File: config.mk
export PLATFORM = sky130hd
export DESIGN_NAME = tlp_tx_arbiter
export DESIGN_NICKNAME = d
export VERILOG_FILES = /design/src/rtl/tlp_tx_pkg.sv /design/src/rtl/axis_reg_slice.sv /design/src/rtl/tlp_tx_arbiter.sv
export SDC_FILE = /design/constraint.sdc
export NUM_CORES = 1
export LEC_CHECK = 0
export CAP_MARGIN = 20
export CORE_AREA = 2 2 238 240
export CTS_CLUSTER_SIZE = 20
export DETAILED_ROUTE_END_ITERATION = 7
export DIE_AREA = 0 0 240 242
export HOLD_SLACK_MARGIN = 0.12
export SLEW_MARGIN = 20
export SYNTH_ARGS = -nofsm -noshare
export SYNTH_HDL_FRONTEND = slang
export SYNTH_SLANG_ARGS = --single-unit
File: constraint.sdc
create_clock -name axi_clk -period 1.9 [get_ports axi_clk]
set_input_delay 0.38 -clock axi_clk [delete_from_list [all_inputs] [get_ports axi_clk]]
set_output_delay 0.38 -clock axi_clk [all_outputs]
set_load 0.01 [all_outputs]
File: src/rtl/tlp_tx_pkg.sv
// -----------------------------------------------------------------------------
// tlp_tx_pkg
// Shared definitions for the TLP transmit arbiter:
//   - requester index encoding (rw, rr, cc), also the bit positions in arb_grant
//   - arbiter FSM state and round-robin pointer types
//   - default widths and the completion burst limit
//   - helper that turns a requester index into a one-hot grant vector
// -----------------------------------------------------------------------------
package tlp_tx_pkg;

    // Requester indices; bit i of arb_grant belongs to requester i.
    localparam int SRC_RW  = 0;
    localparam int SRC_RR  = 1;
    localparam int SRC_CC  = 2;
    localparam int NUM_SRC = 3;

    // Default widths.
    localparam int DEF_AXI_DATA_WIDTH = 128;
    localparam int DEF_USER_WIDTH_TX  = 4;
    localparam int DEF_CC_MAX_BURST   = 4;

    // Completion burst counter width; CC_MAX_BURST is limited to 1..15.
    localparam int CC_CNT_W = 4;

    typedef enum logic {
        IDLE = 1'b0,
        XFER = 1'b1
    } arb_state_e;

    // Which of rw/rr goes first when both are pending.
    typedef enum logic {
        PTR_RW = 1'b0,
        PTR_RR = 1'b1
    } rr_ptr_e;

    function automatic logic [NUM_SRC-1:0] src_onehot(input int src);
        logic [NUM_SRC-1:0] oh;
        oh      = '0;
        oh[src] = 1'b1;
        return oh;
    endfunction

endpackage : tlp_tx_pkg

File: src/rtl/axis_reg_slice.sv
// -----------------------------------------------------------------------------
// axis_reg_slice
// Single-stage AXI-Stream forward register. The payload (data, strb, last,
// user) and valid are registered; ready towards the source is
// ~valid_q | m_ready_i, so the stage sustains one beat per cycle and the only
// combinational path to s_ready_o comes from m_ready_i and registered state.
//
// Ports:
//   clk_i, rst_ni          clock, asynchronous active-low reset
//   s_data_i .. s_user_i   incoming beat payload
//   s_valid_i / s_ready_o  incoming handshake
//   m_data_o .. m_user_o   registered beat payload
//   m_valid_o / m_ready_i  outgoing handshake
// -----------------------------------------------------------------------------
module axis_reg_slice #(
    parameter int DATA_W = 128,
    parameter int STRB_W = DATA_W / 8,
    parameter int USER_W = 4
) (
    input  logic              clk_i,
    input  logic              rst_ni,

    input  logic [DATA_W-1:0] s_data_i,
    input  logic [STRB_W-1:0] s_strb_i,
    input  logic              s_last_i,
    input  logic [USER_W-1:0] s_user_i,
    input  logic              s_valid_i,
    output logic              s_ready_o,

    output logic [DATA_W-1:0] m_data_o,
    output logic [STRB_W-1:0] m_strb_o,
    output logic              m_last_o,
    output logic [USER_W-1:0] m_user_o,
    output logic              m_valid_o,
    input  logic              m_ready_i
);

    logic              valid_q;
    logic [DATA_W-1:0] data_q;
    logic [STRB_W-1:0] strb_q;
    logic              last_q;
    logic [USER_W-1:0] user_q;
    logic              load;

    // The register can take a new beat when empty or when its beat leaves now.
    assign s_ready_o = ~valid_q | m_ready_i;
    assign load      = s_valid_i & s_ready_o;

    // NOTE: sequential state uses non-blocking assignments so every register
    // samples the pre-edge values regardless of statement order.
    // NOTE: the payload registers are reset as well because the merged stream
    // must present all-zero data/strb/user/last while in reset.
    always_ff @(posedge clk_i or negedge rst_ni) begin
        if (!rst_ni) begin
            valid_q <= 1'b0;
            data_q  <= '0;
            strb_q  <= '0;
            last_q  <= 1'b0;
            user_q  <= '0;
        end else if (load) begin
            valid_q <= 1'b1;
            data_q  <= s_data_i;
            strb_q  <= s_strb_i;
            last_q  <= s_last_i;
            user_q  <= s_user_i;
        end else if (m_ready_i) begin
            // Beat consumed and nothing new arrived: the stage empties.
            // Payload is left as is; it is only meaningful under valid.
            valid_q <= 1'b0;
        end
    end

    assign m_valid_o = valid_q;
    assign m_data_o  = data_q;
    assign m_strb_o  = strb_q;
    assign m_last_o  = last_q;
    assign m_user_o  = user_q;

endmodule : axis_reg_slice

File: src/rtl/tlp_tx_arbiter.sv
// -----------------------------------------------------------------------------
// tlp_tx_arbiter
// Packet-granular arbiter merging three AXIS TLP requesters onto one transmit
// stream in the axi_clk domain:
//   rw  DMA write requests
//   rr  DMA read requests
//   cc  host-read completions
// Completions win by default, but after CC_MAX_BURST consecutive cc packets
// with rw/rr waiting, one rw/rr packet is forced through. rw and rr share the
// remaining slots round-robin. A grant is held for a whole packet; after the
// tlast handshake the arbiter spends one cycle in IDLE before re-arbitrating.
// The merged stream leaves through a registered slice (axis_reg_slice).
//
// Ports:
//   axi_clk, axi_rst_n        clock, asynchronous active-low reset
//   s_axis_{rw,rr,cc}_*       requester streams (tdata/tstrb/tlast/tvalid/
//                             tuser in, tready out)
//   m_axis_tx_*               merged stream (tready in, the rest out)
//   arb_grant                 one-hot current owner {cc,rr,rw}, 0 when idle
// -----------------------------------------------------------------------------
module tlp_tx_arbiter
    import tlp_tx_pkg::*;
#(
    parameter int AXI_DATA_WIDTH = DEF_AXI_DATA_WIDTH,
    parameter int BE_WIDTH       = AXI_DATA_WIDTH / 8,
    parameter int USER_WIDTH_TX  = DEF_USER_WIDTH_TX,
    parameter int CC_MAX_BURST   = DEF_CC_MAX_BURST
) (
    input  logic                      axi_clk,
    input  logic                      axi_rst_n,

    input  logic [AXI_DATA_WIDTH-1:0] s_axis_rw_tdata,
    input  logic [BE_WIDTH-1:0]       s_axis_rw_tstrb,
    input  logic                      s_axis_rw_tlast,
    input  logic                      s_axis_rw_tvalid,
    input  logic [USER_WIDTH_TX-1:0]  s_axis_rw_tuser,
    output logic                      s_axis_rw_tready,

    input  logic [AXI_DATA_WIDTH-1:0] s_axis_rr_tdata,
    input  logic [BE_WIDTH-1:0]       s_axis_rr_tstrb,
    input  logic                      s_axis_rr_tlast,
    input  logic                      s_axis_rr_tvalid,
    input  logic [USER_WIDTH_TX-1:0]  s_axis_rr_tuser,
    output logic                      s_axis_rr_tready,

    input  logic [AXI_DATA_WIDTH-1:0] s_axis_cc_tdata,
    input  logic [BE_WIDTH-1:0]       s_axis_cc_tstrb,
    input  logic                      s_axis_cc_tlast,
    input  logic                      s_axis_cc_tvalid,
    input  logic [USER_WIDTH_TX-1:0]  s_axis_cc_tuser,
    output logic                      s_axis_cc_tready,

    output logic [AXI_DATA_WIDTH-1:0] m_axis_tx_tdata,
    output logic [BE_WIDTH-1:0]       m_axis_tx_tstrb,
    output logic                      m_axis_tx_tlast,
    output logic                      m_axis_tx_tvalid,
    output logic [USER_WIDTH_TX-1:0]  m_axis_tx_tuser,
    input  logic                      m_axis_tx_tready,

    output logic [2:0]                arb_grant
);

    // -------------------------------------------------------------------------
    // Gather the requesters into index-addressable vectors.
    // -------------------------------------------------------------------------
    logic [NUM_SRC-1:0]        src_valid;
    logic [NUM_SRC-1:0]        src_last;
    logic [AXI_DATA_WIDTH-1:0] src_data [NUM_SRC];
    logic [BE_WIDTH-1:0]       src_strb [NUM_SRC];
    logic [USER_WIDTH_TX-1:0]  src_user [NUM_SRC];

    assign src_valid[SRC_RW] = s_axis_rw_tvalid;
    assign src_valid[SRC_RR] = s_axis_rr_tvalid;
    assign src_valid[SRC_CC] = s_axis_cc_tvalid;
    assign src_last[SRC_RW]  = s_axis_rw_tlast;
    assign src_last[SRC_RR]  = s_axis_rr_tlast;
    assign src_last[SRC_CC]  = s_axis_cc_tlast;
    assign src_data[SRC_RW]  = s_axis_rw_tdata;
    assign src_data[SRC_RR]  = s_axis_rr_tdata;
    assign src_data[SRC_CC]  = s_axis_cc_tdata;
    assign src_strb[SRC_RW]  = s_axis_rw_tstrb;
    assign src_strb[SRC_RR]  = s_axis_rr_tstrb;
    assign src_strb[SRC_CC]  = s_axis_cc_tstrb;
    assign src_user[SRC_RW]  = s_axis_rw_tuser;
    assign src_user[SRC_RR]  = s_axis_rr_tuser;
    assign src_user[SRC_CC]  = s_axis_cc_tuser;

    // -------------------------------------------------------------------------
    // Arbitration state
    // -------------------------------------------------------------------------
    arb_state_e          state_q;
    logic [NUM_SRC-1:0]  grant_q;
    logic [NUM_SRC-1:0]  grant_d;
    rr_ptr_e             rr_ptr_q;
    rr_ptr_e             rr_ptr_d;
    logic [CC_CNT_W-1:0] cc_cnt_q;
    logic [CC_CNT_W-1:0] cc_cnt_d;

    logic rq_pending;
    logic cc_below_max;

    assign rq_pending   = src_valid[SRC_RW] | src_valid[SRC_RR];
    assign cc_below_max = (cc_cnt_q < CC_CNT_W'(CC_MAX_BURST));

    // Winner selection. Only consumed in IDLE, but evaluated every cycle.
    always_comb begin
        // NOTE: every output of a combinational block gets a default first,
        // so no path leaves it unassigned and no latch is inferred.
        grant_d = '0;
        if (src_valid[SRC_CC] && (cc_below_max || !rq_pending)) begin
            grant_d = src_onehot(SRC_CC);
        end else if (src_valid[SRC_RW] && src_valid[SRC_RR]) begin
            grant_d = (rr_ptr_q == PTR_RR) ? src_onehot(SRC_RR) : src_onehot(SRC_RW);
        end else if (src_valid[SRC_RW]) begin
            grant_d = src_onehot(SRC_RW);
        end else if (src_valid[SRC_RR]) begin
            grant_d = src_onehot(SRC_RR);
        end
    end

    // Burst counter and round-robin pointer follow the winner.
    always_comb begin
        cc_cnt_d = cc_cnt_q;
        rr_ptr_d = rr_ptr_q;
        if (grant_d[SRC_CC]) begin
            // Saturates at CC_MAX_BURST.
            if (cc_below_max) begin
                cc_cnt_d = cc_cnt_q + CC_CNT_W'(1);
            end
        end else if (|grant_d) begin
            cc_cnt_d = '0;
            rr_ptr_d = (rr_ptr_q == PTR_RW) ? PTR_RR : PTR_RW;
        end
    end

    // -------------------------------------------------------------------------
    // Datapath mux: the granted requester feeds the output slice. With no
    // grant (IDLE or the bubble after tlast) the slice sees no valid.
    // -------------------------------------------------------------------------
    logic                      sel_valid;
    logic                      sel_last;
    logic [AXI_DATA_WIDTH-1:0] sel_data;
    logic [BE_WIDTH-1:0]       sel_strb;
    logic [USER_WIDTH_TX-1:0]  sel_user;
    logic                      slice_ready;
    logic                      sel_hs;

    always_comb begin
        sel_valid = 1'b0;
        sel_last  = 1'b0;
        sel_data  = '0;
        sel_strb  = '0;
        sel_user  = '0;
        for (int i = 0; i < NUM_SRC; i++) begin
            if (grant_q[i]) begin
                sel_valid = src_valid[i];
                sel_last  = src_last[i];
                sel_data  = src_data[i];
                sel_strb  = src_strb[i];
                sel_user  = src_user[i];
            end
        end
    end

    assign sel_hs = sel_valid & slice_ready;

    // tready depends only on the grant register and the slice's ready, which
    // itself is built from m_axis_tx_tready and the registered output valid.
    assign s_axis_rw_tready = grant_q[SRC_RW] & slice_ready;
    assign s_axis_rr_tready = grant_q[SRC_RR] & slice_ready;
    assign s_axis_cc_tready = grant_q[SRC_CC] & slice_ready;

    // -------------------------------------------------------------------------
    // Arbiter FSM
    // -------------------------------------------------------------------------
    always_ff @(posedge axi_clk or negedge axi_rst_n) begin
        if (!axi_rst_n) begin
            state_q  <= IDLE;
            grant_q  <= '0;
            rr_ptr_q <= PTR_RW;
            cc_cnt_q <= '0;
        end else begin
            case (state_q)
                IDLE: begin
                    if (|src_valid) begin
                        state_q  <= XFER;
                        grant_q  <= grant_d;
                        cc_cnt_q <= cc_cnt_d;
                        rr_ptr_q <= rr_ptr_d;
                    end
                end
                XFER: begin
                    // Grant is held until the owner's tlast is accepted; other
                    // requesters and gaps in the owner's tvalid are ignored.
                    if (sel_hs && sel_last) begin
                        state_q <= IDLE;
                        grant_q <= '0;
                    end
                end
            endcase
        end
    end

    assign arb_grant = grant_q;

    // -------------------------------------------------------------------------
    // Output register stage
    // -------------------------------------------------------------------------
    axis_reg_slice #(
        .DATA_W (AXI_DATA_WIDTH),
        .STRB_W (BE_WIDTH),
        .USER_W (USER_WIDTH_TX)
    ) u_out_slice (
        .clk_i     (axi_clk),
        .rst_ni    (axi_rst_n),
        .s_data_i  (sel_data),
        .s_strb_i  (sel_strb),
        .s_last_i  (sel_last),
        .s_user_i  (sel_user),
        .s_valid_i (sel_valid),
        .s_ready_o (slice_ready),
        .m_data_o  (m_axis_tx_tdata),
        .m_strb_o  (m_axis_tx_tstrb),
        .m_last_o  (m_axis_tx_tlast),
        .m_user_o  (m_axis_tx_tuser),
        .m_valid_o (m_axis_tx_tvalid),
        .m_ready_i (m_axis_tx_tready)
    );

endmodule : tlp_tx_arbiter

==> results.json <==
{
  "drtIter0Drc": 431,
  "cts_num_sinks": 159,
  "p_leak_nw": 6.80,
  "worstPathRequired_ps": 2280,
  "die_width_um": 240,
  "crit_path_max_cell_delay_ps": 470,
  "dpl-instance-area_mm2": 0.0160,
  "tritoncts": "yes",
  "clock_insertion_delay_worst_skew_ps": 480,
  "layout.nets": 1976,
  "place_inst": 2237,
  "cap_violations": 0,
  "tritoncts.num_buffers": 17,
  "report.final.setup_viol": 0,
  "ir_worst_vdd_v": 0.000698,
  "critical_path.top_delay_family": "buffers and inverters",
  "rsz0062_at_grt": "true",
  "gr-usage-all-layers": 0.129,
  "setup-tns-final_ps": 0,
  "ys_seq_area_frac": 0.462,
  "synth.cell_area_mm2": 0.00862,
  "first_global_vias": 9849,
  "layout-drive-gt1-share": 0.128,
  "h-tree-depth": 4,
  "first_pass_iters": 4,
  "yosys_warnings": 0,
  "run_status": "finished, final reports clean",
  "post-synth-top-area-cell": "dfrtp_1",
  "startpoint_type": "flop",
  "timing.final.crit_share": 0.998,
  "cp_num_buf_inv": 4,
  "gr-total-overflow": 0,
  "placement_rows": 87,
  "hp-class": "input pin to async pin",
  "core_area_mm2": 0.0557,
  "critical_path.endpoint_type": "flop",
  "routed_wl_um": 41100,
  "critical_path.cell_chain": "buf_6 > and3b_2 > o211ai_4 > buf_12 > clkbuf_16 > clkbuf_16 > o31ai_2",
  "gpl.final_weighted_congestion": 0.875,
  "area_growth_pct": 103,
  "criticalPathCategory": "flop to flop",
  "sequential_cell_area_mm2": 0.00399,
  "report.final.hold_viol_count": 0,
  "drc_errors": 0,
  "routed_wire_length_per_instance_um": 17.9,
  "slew_viol_final": 0,
  "synthDominantCellAreaShare": 0.462,
  "grt_max_degree": 82,
  "cp_slowest_cell": "dfrtp_4",
  "yosys.cell_types.count": 31,
  "clock_skew_ps": 16.3,
  "multiInputGateArea_mm2": 0.00458,
  "total_power_mw": 26.7,
  "die_height_um": 242,
  "die-area_mm2": 0.0581,
  "synth_top_cells_by_area": "dfrtp_1 (46%), a221oi_1 (15%), o31ai_1 (13%)",
  "post_syn_area_per_cell_um2": 9.63,
  "postSynthRegisterBits": 159,
  "finalWorstPathRequiredPeriod_ps": 1900,
  "mappedNetlistNets": 1349,
  "powerDensity_mw_per_mm2": 1530,
  "io_buffer_count": 608,
  "cp_max_fo": 9,
  "clockRootBuffer": "clkbuf_16",
  "maximum_clock_insertion_buffer_count": 2,
  "worst-slew-pin-transition_ps": 583,
  "critPathMostFrequentCell": "clkbuf_16",
  "floorplan.initialDensity": 0.155,
  "maxSlewHeadroom": 0.612,
  "drt-vias-per-instance": 4.30,
  "fmax_ghz": 0.527,
  "dpl.hpwl_um": 30600,
  "synthesis.instances": 895,
  "design_area_mm2": 0.0174,
  "antenna_found_initial": 1,
  "via_count": 9855,
  "n_fill_cell": 5820,
  "worstPathArrival_ps": 2280,
  "fin_hold_ws_ps": 428,
  "grt_pass1_wl_um": 56800,
  "n_antenna_cell": 0,
  "final-instance-count-excl-fill": 2291,
  "ios": 609,
  "postRouteAntennaNets": 0,
  "cts.reportedPaths.clkPinSlew_ps": 70
}
[state kept, by name, summed over array words and instances, names as in the netlist, 3 cells and up]
| register | flops |
|---|---|
| u_out_slice.m_data_o | 128 |
| u_out_slice.m_strb_o | 16 |
| cc_cnt_q | 4 |
| u_out_slice.m_user_o | 4 |
| arb_grant | 3 |
[cell usage in the layout, fill, tap and decap left out, types with 9 or more instances in the layout]
master / count
a221oi_1: 147
buf_12: 19
buf_4: 54
buf_6: 9
clkbuf_16: 25
clkdlybuf4s50_1: 589
dfrtp_1: 157
dlygate4sd2_1: 17
nand2_1: 148
nor2b_1: 147
o31ai_1: 94
o31ai_2: 41
o31ai_4: 12
[metal layers]
layer  global-route usage  vias to the layer above  wire length (um)
met4               0.0572                        0              1090
met5                    0                        -                 0
met1                0.147                     4757             16800
li1                     -                     4668                 -
met2                0.223                      377             20500
met3               0.0352                       53              2680
[stage by stage]
step                utilization  worst slack, ps
floorplan                     -              252
global placement          0.287             -142
detailed placement        0.287             -137
CTS                       0.299             2.38
global route              0.313            -39.4
finish                    0.313             3.74
[layout make-up]
class,count,share of cell area
Tap cell,756,0.0542
Sequential cell,159,0.228
Multi-Input combinational cell,636,0.263
Clock buffer,21,0.0275
Clock inverter,11,0.00739
Inverter,2,0.000430
Timing Repair Buffer,706,0.419
[Yosys cell counts (all sizes together)]
library cell,count
a221oi,147
nand2,153
mux2,1
a21o,2
and2,4
o31ai,147
or2,1
nand3b,1
nand2b,4
nor3,1
a21oi,3
o22ai,1
nor2b,148
o21ai,3
a221o,1
nand4,1
a22o,2
a21boi,3
clkbuf,52
inv,2
a32o,2
nor2,4
o211ai,1
and3b,1
nand3,1
buf,46
o211a,2
xnor2,1
dfrtp,159
ha,1
[what timing repair did]
item,CTS,global route
buffers inserted,6,4
hold buffers,1,0
resized for setup,23,98
pin swaps,0,1
endpoints found under the setup margin,18,84
hold endpoints to repair,32,0
cloned,0,11
[where the power goes]
group	leakage, nW	switching [mW]	internal (mW)
Clock	0.296	1.55	2.08
Combinational	4.49	8.46	8.70
Sequential	2.01	0.933	4.97
[path summary, 6_finish.rpt]
check,endpoint,slack (ps),depth (start not counted),from
min in group axi_clk,u_out_slice.m_data_o[84],470,2,u_out_slice.m_data_o[84]
worst max-delay path,u_out_slice.m_data_o[30],4,7,arb_grant[1]
worst min register to register,u_out_slice.m_data_o[84],470,2,u_out_slice.m_data_o[84]
max in group asynchronous,u_out_slice.m_data_o[47],860,3,axi_rst_n
worst min-delay path,u_out_slice.m_strb_o[13],430,2,axi_rst_n
worst max register to register,u_out_slice.m_data_o[30],4,7,arb_grant[1]
[cells by family (layout without fill, tap and decap cells)]
kind of cell | Yosys count | after routing | share of synthesized area
AO/OA/AOI/OAI | 314 | 314 | 0.295
XOR/XNOR | 1 | 1 | 0.00102
adder cells (fa/ha/maj) | 1 | 1 | 0.00145
buffers and inverters | 100 | 740 | 0.0529
flip-flops | 159 | 159 | 0.462
multiplexers | 1 | 1 | 0.00131
AND/OR/NAND/NOR | 319 | 319 | 0.186
No activity file was read; power rests on OpenSTA's default activity.
